--- config.mk ---
export PLATFORM = sky130hd
export DESIGN_NAME = ifmap_index_sequencer
export DESIGN_NICKNAME = d
export VERILOG_FILES = /design/src/rtl/ifmap_index_sequencer_pkg.sv /design/src/rtl/ifmap_index_sequencer_wrap_counter.sv /design/src/rtl/ifmap_index_sequencer.sv
export SDC_FILE = /design/constraint.sdc
export NUM_CORES = 1
export LEC_CHECK = 0
export CORE_ASPECT_RATIO = 0.8
export CORE_MARGIN = 2
export CORE_UTILIZATION = 43
export DETAILED_ROUTE_END_ITERATION = 7
export GPL_TIMING_DRIVEN = 0
export MAX_ROUTING_LAYER = met4
export PLACE_DENSITY = 0.72
export SYNTH_ARGS = -nofsm -noshare
export SYNTH_HDL_FRONTEND = slang
export SYNTH_SLANG_ARGS = --single-unit
--- constraint.sdc ---
create_clock -name clk -period 4.9 [get_ports clk]
set_input_delay 0.98 -clock clk [delete_from_list [all_inputs] [get_ports clk]]
set_output_delay 0.98 -clock clk [all_outputs]
set_load 0.03 [all_outputs]
--- src/rtl/ifmap_index_sequencer_pkg.sv ---
// Shared types and widths for the ifmap index sequencer: FSM state, latched
// configuration and the row-counter width helper.
package ifmap_seq_pkg;

  localparam int IMG_W = 3;
  localparam int H_W   = 8;
  localparam int W_W   = 8;
  localparam int Q_W   = 3;
  localparam int RS_W  = 2;
  localparam int CH_W  = 10;
  localparam int E_W   = 8;
  localparam int R_W   = 4;
  localparam int U_W   = 3;
  localparam int PAD_W = 4;

  // Row extent (e-1)*U + R, plus room for two pad borders, must fit here.
  function automatic int d_width(input int h_w, input int e_w, input int u_w);
    return ((h_w > e_w + u_w) ? h_w : e_w + u_w) + 1;
  endfunction

  localparam int D_W  = d_width(H_W, E_W, U_W);
  localparam int WC_W = W_W + 1;

  typedef enum logic [1:0] {IDLE, RUN, DONE} state_t;

  typedef struct packed {
    logic [IMG_W-1:0] ifmap_base;
    logic [CH_W-1:0]  channel_base;
    logic [IMG_W-1:0] n;
    logic [H_W-1:0]   h;
    logic [W_W-1:0]   w;
    logic [Q_W-1:0]   q;
    logic [RS_W-1:0]  r;
    logic [E_W-1:0]   e;
    logic [R_W-1:0]   rf;
    logic [U_W-1:0]   u;
    logic [PAD_W-1:0] pad;
  } cfg_t;

endpackage

--- src/rtl/ifmap_index_sequencer_wrap_counter.sv ---
// Wrapping loop counter; wrap is a same-cycle carry so counters can be chained.
module wrap_counter #(
  parameter int WIDTH = 4
) (
  input  logic             clk,
  input  logic             reset,
  input  logic             clr,
  input  logic             inc,
  input  logic [WIDTH-1:0] max,
  output logic [WIDTH-1:0] cnt,
  output logic             wrap
);

  assign wrap = inc & (cnt == max);

  always_ff @(posedge clk) begin
    if (reset || clr) begin
      cnt <= '0;
    end else if (inc) begin
      cnt <= wrap ? '0 : cnt + WIDTH'(1);
    end
  end

endmodule

--- src/rtl/ifmap_index_sequencer.sv ---
// Ifmap index sequencer: walks n -> w -> q -> d -> r and streams tuples over valid/ready.
// Optional build macro IFMAP_PAD_EN adds the pad port and border-padding region.
module ifmap_index_sequencer
  import ifmap_seq_pkg::*;
(
  input  logic              clk,
  input  logic              reset,
  input  logic              start,
  input  logic              abort,
  input  logic [IMG_W-1:0]  ifmap_base,
  input  logic [CH_W-1:0]   channel_base,
  input  logic [IMG_W-1:0]  n,
  input  logic [H_W-1:0]    H,
  input  logic [W_W-1:0]    W,
  input  logic [Q_W-1:0]    q,
  input  logic [RS_W-1:0]   r,
  input  logic [E_W-1:0]    e,
  input  logic [R_W-1:0]    R,
  input  logic [U_W-1:0]    U,
`ifdef IFMAP_PAD_EN
  input  logic [PAD_W-1:0]  pad,
`endif
  output logic              busy,
  output logic              done,
  output logic              out_valid,
  input  logic              out_ready,
  output logic [IMG_W-1:0]  ifmap_index,
  output logic [CH_W-1:0]   channel_index,
  output logic [H_W-1:0]    row_index,
  output logic [W_W-1:0]    col_index,
  output logic              out_pad
);

  state_t           state;
  cfg_t             cfg;
  logic             accept, clr, zero_in;
  logic [RS_W-1:0]  r_cnt, r_max;
  logic [D_W-1:0]   d_cnt, d_max, d_len;
  logic [Q_W-1:0]   q_cnt, q_max;
  logic [WC_W-1:0]  w_cnt, w_max, w_len;
  logic [IMG_W-1:0] n_cnt, n_max;
  logic             r_wrap, d_wrap, q_wrap, w_wrap, n_wrap;

  assign accept  = out_valid & out_ready;
  assign clr     = abort | ((state == IDLE) & start);
  assign zero_in = (n == '0) | (W == '0) | (q == '0) | (r == '0) | (e == '0) | (R == '0);

  // pad is latched as zero in unpadded builds, so the extents collapse to D and W.
  assign d_len = (D_W'(cfg.e) - D_W'(1)) * D_W'(cfg.u) + D_W'(cfg.rf) + D_W'({cfg.pad, 1'b0});
  assign w_len = WC_W'(cfg.w) + WC_W'({cfg.pad, 1'b0});
  assign r_max = cfg.r - RS_W'(1);
  assign d_max = d_len - D_W'(1);
  assign q_max = cfg.q - Q_W'(1);
  assign w_max = w_len - WC_W'(1);
  assign n_max = cfg.n - IMG_W'(1);

  wrap_counter #(.WIDTH(RS_W)) u_r_cnt (
    .clk(clk), .reset(reset), .clr(clr), .inc(accept), .max(r_max), .cnt(r_cnt), .wrap(r_wrap)
  );
  wrap_counter #(.WIDTH(D_W)) u_d_cnt (
    .clk(clk), .reset(reset), .clr(clr), .inc(r_wrap), .max(d_max), .cnt(d_cnt), .wrap(d_wrap)
  );
  wrap_counter #(.WIDTH(Q_W)) u_q_cnt (
    .clk(clk), .reset(reset), .clr(clr), .inc(d_wrap), .max(q_max), .cnt(q_cnt), .wrap(q_wrap)
  );
  wrap_counter #(.WIDTH(WC_W)) u_w_cnt (
    .clk(clk), .reset(reset), .clr(clr), .inc(q_wrap), .max(w_max), .cnt(w_cnt), .wrap(w_wrap)
  );
  wrap_counter #(.WIDTH(IMG_W)) u_n_cnt (
    .clk(clk), .reset(reset), .clr(clr), .inc(w_wrap), .max(n_max), .cnt(n_cnt), .wrap(n_wrap)
  );

  // A zero-bound launch sits in DONE one cycle with done low, then pulses done.
  always_ff @(posedge clk) begin
    if (reset) begin
      state     <= IDLE;
      cfg       <= '0;
      busy      <= 1'b0;
      done      <= 1'b0;
      out_valid <= 1'b0;
    end else if (abort) begin
      state     <= IDLE;
      busy      <= 1'b0;
      done      <= 1'b0;
      out_valid <= 1'b0;
    end else begin
      case (state)
        IDLE: begin
          if (start) begin
            cfg.ifmap_base   <= ifmap_base;
            cfg.channel_base <= channel_base;
            cfg.n            <= n;
            cfg.h            <= H;
            cfg.w            <= W;
            cfg.q            <= q;
            cfg.r            <= r;
            cfg.e            <= e;
            cfg.rf           <= R;
            cfg.u            <= U;
`ifdef IFMAP_PAD_EN
            cfg.pad          <= pad;
`else
            cfg.pad          <= '0;
`endif
            busy <= 1'b1;
            if (zero_in) begin
              state <= DONE;
            end else begin
              state     <= RUN;
              out_valid <= 1'b1;
            end
          end
        end
        RUN: begin
          if (n_wrap) begin
            state     <= DONE;
            out_valid <= 1'b0;
            done      <= 1'b1;
          end
        end
        DONE: begin
          if (done) begin
            state <= IDLE;
            busy  <= 1'b0;
            done  <= 1'b0;
          end else begin
            done <= 1'b1;
          end
        end
        default: state <= IDLE;
      endcase
    end
  end

  assign ifmap_index   = cfg.ifmap_base + n_cnt;
  assign channel_index = cfg.channel_base + CH_W'(q_cnt) + CH_W'(r_cnt) * CH_W'(cfg.q);

`ifdef IFMAP_PAD_EN
  localparam int DS_W = D_W + 1;
  localparam int CS_W = WC_W + 1;
  logic signed [DS_W-1:0] row_s;
  logic signed [CS_W-1:0] col_s;
  logic                   in_pad;

  // Signed positions relative to the unpadded image; anything outside is border.
  assign row_s  = $signed({1'b0, d_cnt}) - $signed(DS_W'(cfg.pad));
  assign col_s  = $signed({1'b0, w_cnt}) - $signed(CS_W'(cfg.pad));
  assign in_pad = row_s[DS_W-1] | (row_s >= $signed(DS_W'(cfg.h))) |
                  col_s[CS_W-1] | (col_s >= $signed(CS_W'(cfg.w)));
  assign out_pad   = in_pad & (state == RUN);
  assign row_index = in_pad ? '0 : row_s[H_W-1:0];
  assign col_index = in_pad ? '0 : col_s[W_W-1:0];
`else
  logic unused_bits;
  assign out_pad     = 1'b0;
  assign row_index   = d_cnt[H_W-1:0];
  assign col_index   = w_cnt[W_W-1:0];
  assign unused_bits = ^{d_cnt[D_W-1:H_W], w_cnt[WC_W-1:W_W], cfg.h, cfg.pad};
`endif

endmodule
== Word level (Yosys, flattened, before mapping) ==
Cells that the tools add are included.

* Add/sub/neg operators: 15
* Multipliers: 2
* Div/mod/pow operators: 0
* Magnitude comparators: 0
* Equality and inequality tests: 11
* Shift-type cells: 0
* Multiplexer cells: 20
* Bitwise operators: 14
* Reductions and logical operators: 17

{| class="wikitable"
|+ Operators with widths
! operator !! count
|-
| $sub A8 B1 Y9 const B || 2
|-
| $logic_not A8 Y1 || 2
|-
| $add A12 B1 Y12 const B || 1
|-
| $add A12 B4 Y12 || 1
|-
| $eq A12 B12 Y1 || 1
|-
| $mul A12 B3 Y12 || 1
|-
| $mux W12 || 1
|-
| $sub A12 B1 Y12 const B || 1
|-
| $add A10 B3 Y10 || 1
|-
| $add A10 B5 Y10 || 1
|-
| $mux W2 || 5
|-
| $add A9 B1 Y9 const B || 1
|-
| $eq A9 B9 Y1 || 1
|-
| $mux W9 || 1
|-
| $reduce_and A3 Y1 || 3
|-
| $and A1 B1 Y1 || 7
|-
| $mux W1 || 7
|-
| $add A3 B1 Y3 const B || 2
|-
| $eq A3 B3 Y1 || 2
|-
| $logic_not A3 Y1 || 2
|-
| $mux W3 || 2
|-
| $ne A2 B2 Y1 const B || 3
|-
| $or A1 B1 Y1 || 6
|-
| $pmux W1 S2 || 3
|-
| 18 further kinds || 22
|}

* Bits in registers: 78
* Latch bits: 0
* Memory bits (writable): 0
* Bits in read-only memories: 0
* Output and inout bits: 33
* Word-level logic and storage cells: 97
* Memories kept: 0

== Logic depth before layout (Yosys ltp) ==
Gate-level depths: netlist of the first run.

* Depth in word-level cells: 11
* Gate-level depth with buffers: 21

== Modules after synthesis ==
Synthesis of the first run repeated with hierarchy kept, for this count alone.

* Cells, all modules: 693
* Area, all modules: 5,636.7 µm²

{| class="wikitable"
|+ Modules (own cells, without submodules)
! module !! instances !! cells each !! area each (µm²) !! sequential area each (µm²)
|-
| ifmap_index_sequencer || 1 || 511 || 3,921.3 || 980.9
|-
| wrap_counter (u_d_cnt) || 1 || 77 || 703.2 || 240.2
|-
| wrap_counter (u_w_cnt) || 1 || 59 || 534.3 || 180.2
|-
| wrap_counter (u_n_cnt ...) || 2 || 17 || 176.4 || 60.1
|-
| wrap_counter (u_r_cnt) || 1 || 12 || 125.1 || 40.0
|}

== Worst setup path before layout of the first run ==
OpenSTA, ideal clock, no wires.

* Path type: reg2reg
* Start point: reg cfg[11] (netlist bit)
* End point: reg u_n_cnt.cnt[2]
* Setup time: 116 ps
* Arrival time: 4,846 ps
* Setup slack: -61 ps
* Cell stages (with the launch flop): 20
* Path buffers: 0
* Period minus slack after synthesis: 4,961 ps
* Path through: dfxtp_1 inv_1 ha_1 or3b_4 nor3_1 xor2_1 nand2_1 ha_1 fa_1 inv_1 ha_1 ha_1 xor2_1 o2111ai_1 a21oi_1 nand3_1 or4_1 nor4_2 o21ai_0 a31o_1

* Cells in the longest elaborated chain, start to end: 10

{| class="wikitable"
|+ Ends and longest elaborated chain
! what !! RTL line !! RTL
|-
| start: declaration || ifmap_index_sequencer.sv:35 || <nowiki>cfg_t cfg;</nowiki>
|-
| $sub A8 B1 Y9 * || ifmap_index_sequencer.sv:49 || <nowiki>assign d_len = (D_W'(cfg.e) - D_W'(1)) * D_W'(cfg.u) + D_W'(cfg.rf) + D_W'({cfg.pad, 1'b0});</nowiki>
|-
| $mul A12 B3 Y12 * || ifmap_index_sequencer.sv:49 ||
|-
| $add A12 B4 Y12 * || ifmap_index_sequencer.sv:49 ||
|-
| $sub A12 B1 Y12 * || ifmap_index_sequencer.sv:52 || <nowiki>assign d_max = d_len - D_W'(1);</nowiki>
|-
| $eq A12 B12 Y1 * || ifmap_index_sequencer_wrap_counter.sv:14 || <nowiki>assign wrap = inc & (cnt == max);</nowiki>
|-
| $and A1 B1 Y1 * (3 in series) || ifmap_index_sequencer_wrap_counter.sv:14 ||
|-
| $and A1 B1 Y1 || ifmap_index_sequencer_wrap_counter.sv:14 ||
|-
| $mux W3 || ifmap_index_sequencer_wrap_counter.sv:20 || <nowiki>cnt <= wrap ? '0 : cnt + WIDTH'(1);</nowiki>
|-
| end signal: assignment || ifmap_index_sequencer_wrap_counter.sv:20 ||
|-
| end: declaration || ifmap_index_sequencer_wrap_counter.sv:10 || <nowiki>output logic [WIDTH-1:0] cnt,</nowiki>
|}

Mark *: on every way between the ends. The rest lies on a longest branch, timed or not.
A chain may end at the register's enable or synchronous reset.

== Final worst setup path of the first run ==
Same ends and word-level chain as after synthesis.

==> impl_metrics.env, run 1 <==
export IMPL_grt_use_total_pct=21.0
export IMPL_post_place_ws_ns=-0.686
export IMPL_synth_seq_cells=78
export IMPL_crit_path_top_delay_cell="fa_2"
export IMPL_layout_min_cycle_time_ns=5.10
export IMPL_dr_pass1_iters=5
export IMPL_cts_tree="yes"
export IMPL_synth_edff_count=0
export IMPL_synth_commonest_cells="nand2_1 (143), a21oi_1 (79), dfxtp_1 (78), inv_1 (63), ha_1 (47)"
export IMPL_grt_pass1_wl_um=23400
export IMPL_syn_avg_cell_area_um2=7.81
export IMPL_holdBufCountCts=0
export IMPL_rsz0062_at_grt="yes"
export IMPL_areaGrowthSynthToFinish_pct=34.5
export IMPL_r2r_end="u_n_cnt.cnt[2]"
export IMPL_grt_overflow=0
export IMPL_post_synth_num_cell_types=62
export IMPL_portBuffers=80
export IMPL_met1_usage_pct=30.0
export IMPL_cp_max_fo=7
export IMPL_synth_area_leader_cell="dfxtp_1"
export IMPL_place_gp_congestion=0.867
export IMPL_cp_data_arrival_time_ns=5.39
export IMPL_clk_pin_slew_ns=0.06
export IMPL_r2r_cells=20
export IMPL_met3_usage_pct=3.59
export IMPL_finalWorstSetupSlack_ns=-0.195
export IMPL_wl_per_cell_um=14.6
export IMPL_tns_ns=-1.90
export IMPL_worstPathCellList="inv_4 -> ha_4 -> or3b_4 -> nor3_4 -> xor2_2 -> nand2_1 -> ha_1 -> inv_1 -> fa_2 -> ha_4 -> ha_4 -> o21ai_0 -> a21oi_1 -> nor2_1 -> mux2i_1 -> or4_4 -> nor4_4 -> buf_6 -> nor4b_2 -> a31o_1"
export IMPL_grt_busiest_layer="met2"
export IMPL_via_per_inst=5.24
export IMPL_tightest_slew_ns=0.867
export IMPL_final_max_slew_violation_count=0
export IMPL_die_w_um=132
export IMPL_synth_top_cell_area_share_pct=27.5
export IMPL_drc=0
export IMPL_power_density_mw_per_mm2=297
export IMPL_drv_cap=0
export IMPL_antenna_found_initial=0
export IMPL_vias=5314
export IMPL_r2r_slack_ns=-0.20
export IMPL_yosys_most_used_dff="dfxtp_1"
export IMPL_ys_warn_count=0
export IMPL_start_kind="flip-flop"
export IMPL_drt_total_wl_um=14800
export IMPL_min_delay_worst_endpoint="cfg[41]"
export IMPL_row_count=37
export IMPL_finClkSkew_ns=0.00700
export IMPL_critPathKind="flip-flop to flip-flop"
export IMPL_worstReg2RegStart="cfg[11]"
export IMPL_start_util_pct=44.1
export IMPL_ioPinCount=90
export IMPL_hold_viol=0
export IMPL_setup_viol=16
export IMPL_root_buffer="clkbuf_16"
export IMPL_hold_depth=2
export IMPL_dp_hpwl_um=10600
export IMPL_drt_iter0_drc=411
export IMPL_grt_pass1_vias=4822
export IMPL_violations="setup timing"
export IMPL_clock_latency_ns=0.35
export IMPL_die_area_mm2=0.0141
export IMPL_grt_start_max_net_pins=14
export IMPL_crit_top_cell="ha_4"
export IMPL_min_path_type="flip-flop to flip-flop"
export IMPL_maxSlewHeadroom_pct=41.8
export IMPL_fillers=1139
export IMPL_cpPeakStageDelay_ns=0.58
export IMPL_synthArstFlopShare_pct=0
export IMPL_hold_start="cfg[41]"
export IMPL_ant_nets=0
export IMPL_fin_crit_sh_pct=104
export IMPL_clkSinkCount=78
export IMPL_cts_buffers=9
export IMPL_synthesis_nets=850
export IMPL_core_mm2=0.0129
export IMPL_crit_required_ns=5.19
export IMPL_nets=957
export IMPL_synth_most_common_cell="nand2_1"
export IMPL_drive_above_1_share_pct=13.7
export IMPL_outcome="complete, but fails checks"
export IMPL_p_leak_nw=3.02
export IMPL_max_freq_ghz=0.196
export IMPL_diodes=0
export IMPL_htreeDepth=3
export IMPL_synth_area_leaders="dfxtp_1 (27%), ha_1 (10%), nand2_1 (9.5%)"
export IMPL_critPathCaptureType="flip-flop"
export IMPL_use_met2_pct=31.2
export IMPL_peakVddDrop_mv=0.191
export IMPL_syn_inst=727
export IMPL_synthesis_area_mm2=0.00568
export IMPL_die_y_um=107
export IMPL_cts_buffer_depth=2
export IMPL_ys_seq_area_share_pct=27.5
## power breakdown
group | switching [mW] | total (mW) | internal, mW
sequential | 0.0213 | 0.675 | 0.654
clock | 0.287 | 0.748 | 0.461
combinational | 0.445 | 0.845 | 0.400
## logic make-up (layout without fill, tap and decap cells)
logic type / count (synthesis) / count (layout) / share of synthesized area [%]
simple gates: 283 / 283 / 23.8
compound gates: 134 / 134 / 14.1
buf+inv: 104 / 216 / 8.04
flops: 78 / 78 / 27.5
fa+ha+maj: 66 / 66 / 17.1
xor+xnor: 58 / 58 / 8.94
mux: 3 / 3 / 0.529
other cells: 1 / 1 / 0.0660
## layout by cell type, fill, tap and decap left out, drive strengths merged, types with 22 or more instances in the layout
master,synthesis,routed
nand2,144,144
clkbuf,22,35
a21oi,80,80
inv,63,63
nor2,37,37
dfxtp,78,78
nand3,22,22
xor2,25,25
buf,19,35
clkdlybuf4s50,0,75
xnor2,33,33
ha,47,47
## what timing repair did
action	in CTS	in global routing
resized for setup	37	55
endpoints found under the setup margin	35	35
pin swaps	15	26
cloned	1	0
buffers inserted	5	10
## flip-flops by register name, indices dropped and copies added, names as in the netlist, 2 cells and up
name         flops
cfg             44
state            2
u_d_cnt.cnt     12
u_n_cnt.cnt      3
u_q_cnt.cnt      3
u_r_cnt.cnt      2
u_w_cnt.cnt      9
## area by class of cell
class | instances | area (um^2) | share of cell area [%]
Clock inverter | 5 | 82.6 | 1.08
Buffer | 41 | 243 | 3.18
Timing Repair Buffer | 96 | 928 | 12.2
Tap cell | 175 | 219 | 2.87
Sequential cell | 78 | 1570 | 20.5
Clock buffer | 11 | 243 | 3.18
Multi-Input combinational cell | 545 | 4120 | 53.9
Inverter | 63 | 239 | 3.13
## worst max path at each step
| stage | startpoint | endpoint | slack [ns] | depth (start not counted) |
|---|---|---|---|---|
| after global placement | cfg[11] | u_d_cnt.cnt[6] | -0.68 | 19 |
| after floorplan | cfg[11] | u_w_cnt.cnt[5] | 0.04 | 20 |
| after CTS | cfg[11] | u_q_cnt.cnt[2] | 0.003 | 19 |
| after global routing | cfg[11] | out_valid | -0.33 | 20 |
| after detailed placement | cfg[11] | u_d_cnt.cnt[9] | -0.69 | 19 |
| final | cfg[11] | u_n_cnt.cnt[2] | -0.20 | 20 |
## metrics by stage
| stage | hold slack, ns | total power [mW] | instance area [um^2] | cells | utilization [%] |
|---|---|---|---|---|---|
| floorplan | 0.436 | 1.12 | 5690 | 727 | - |
| global placement | 0.447 | 1.27 | 6710 | 982 | 52.1 |
| detailed placement | 0.451 | 1.27 | 6710 | 982 | 52.1 |
| CTS | 0.459 | 2.10 | 7270 | 1004 | 56.5 |
| global route | 0.478 | 2.37 | 7640 | 1014 | 59.3 |
| finish | 0.457 | 2.27 | 7640 | 1014 | 59.3 |
## metal layers
| metal | vias up | share of wire [%] |
|---|---|---|
| met4 | 0 | 1.1 |
| met1 | 2452 | 49 |
| li1 | 2653 | - |
| met5 | - | 0 |
| met3 | 20 | 5.7 |
| met2 | 189 | 45 |
## worst max-delay path: cells and delay by family (launching register included)
kind,cells,cell delay (ns)
flip-flops,1,0.36
XOR/XNOR,1,0.22
AO/OA/AOI/OAI,3,0.58
multiplexers,1,0.12
buffers and inverters,3,0.31
adder cells (fa/ha/maj),5,1.46
AND/OR/NAND/NOR,7,1.97
Note: power is estimated with default switching activity, not from simulation.
==> run 2, diff against run 1 <==
- CAP_MARGIN: unset -> 10
- CTS_CLUSTER_DIAMETER: unset -> 60
==> results of run 2 <==
Same layout as run 1: the final DEF is identical, and so are final timing and power.
==> run 3, diff against run 2 <==
- CTS_CLUSTER_DIAMETER: 60 -> unset
==> results of run 3 <==
Same layout as run 1: the final DEF is identical, and so are final timing and power.
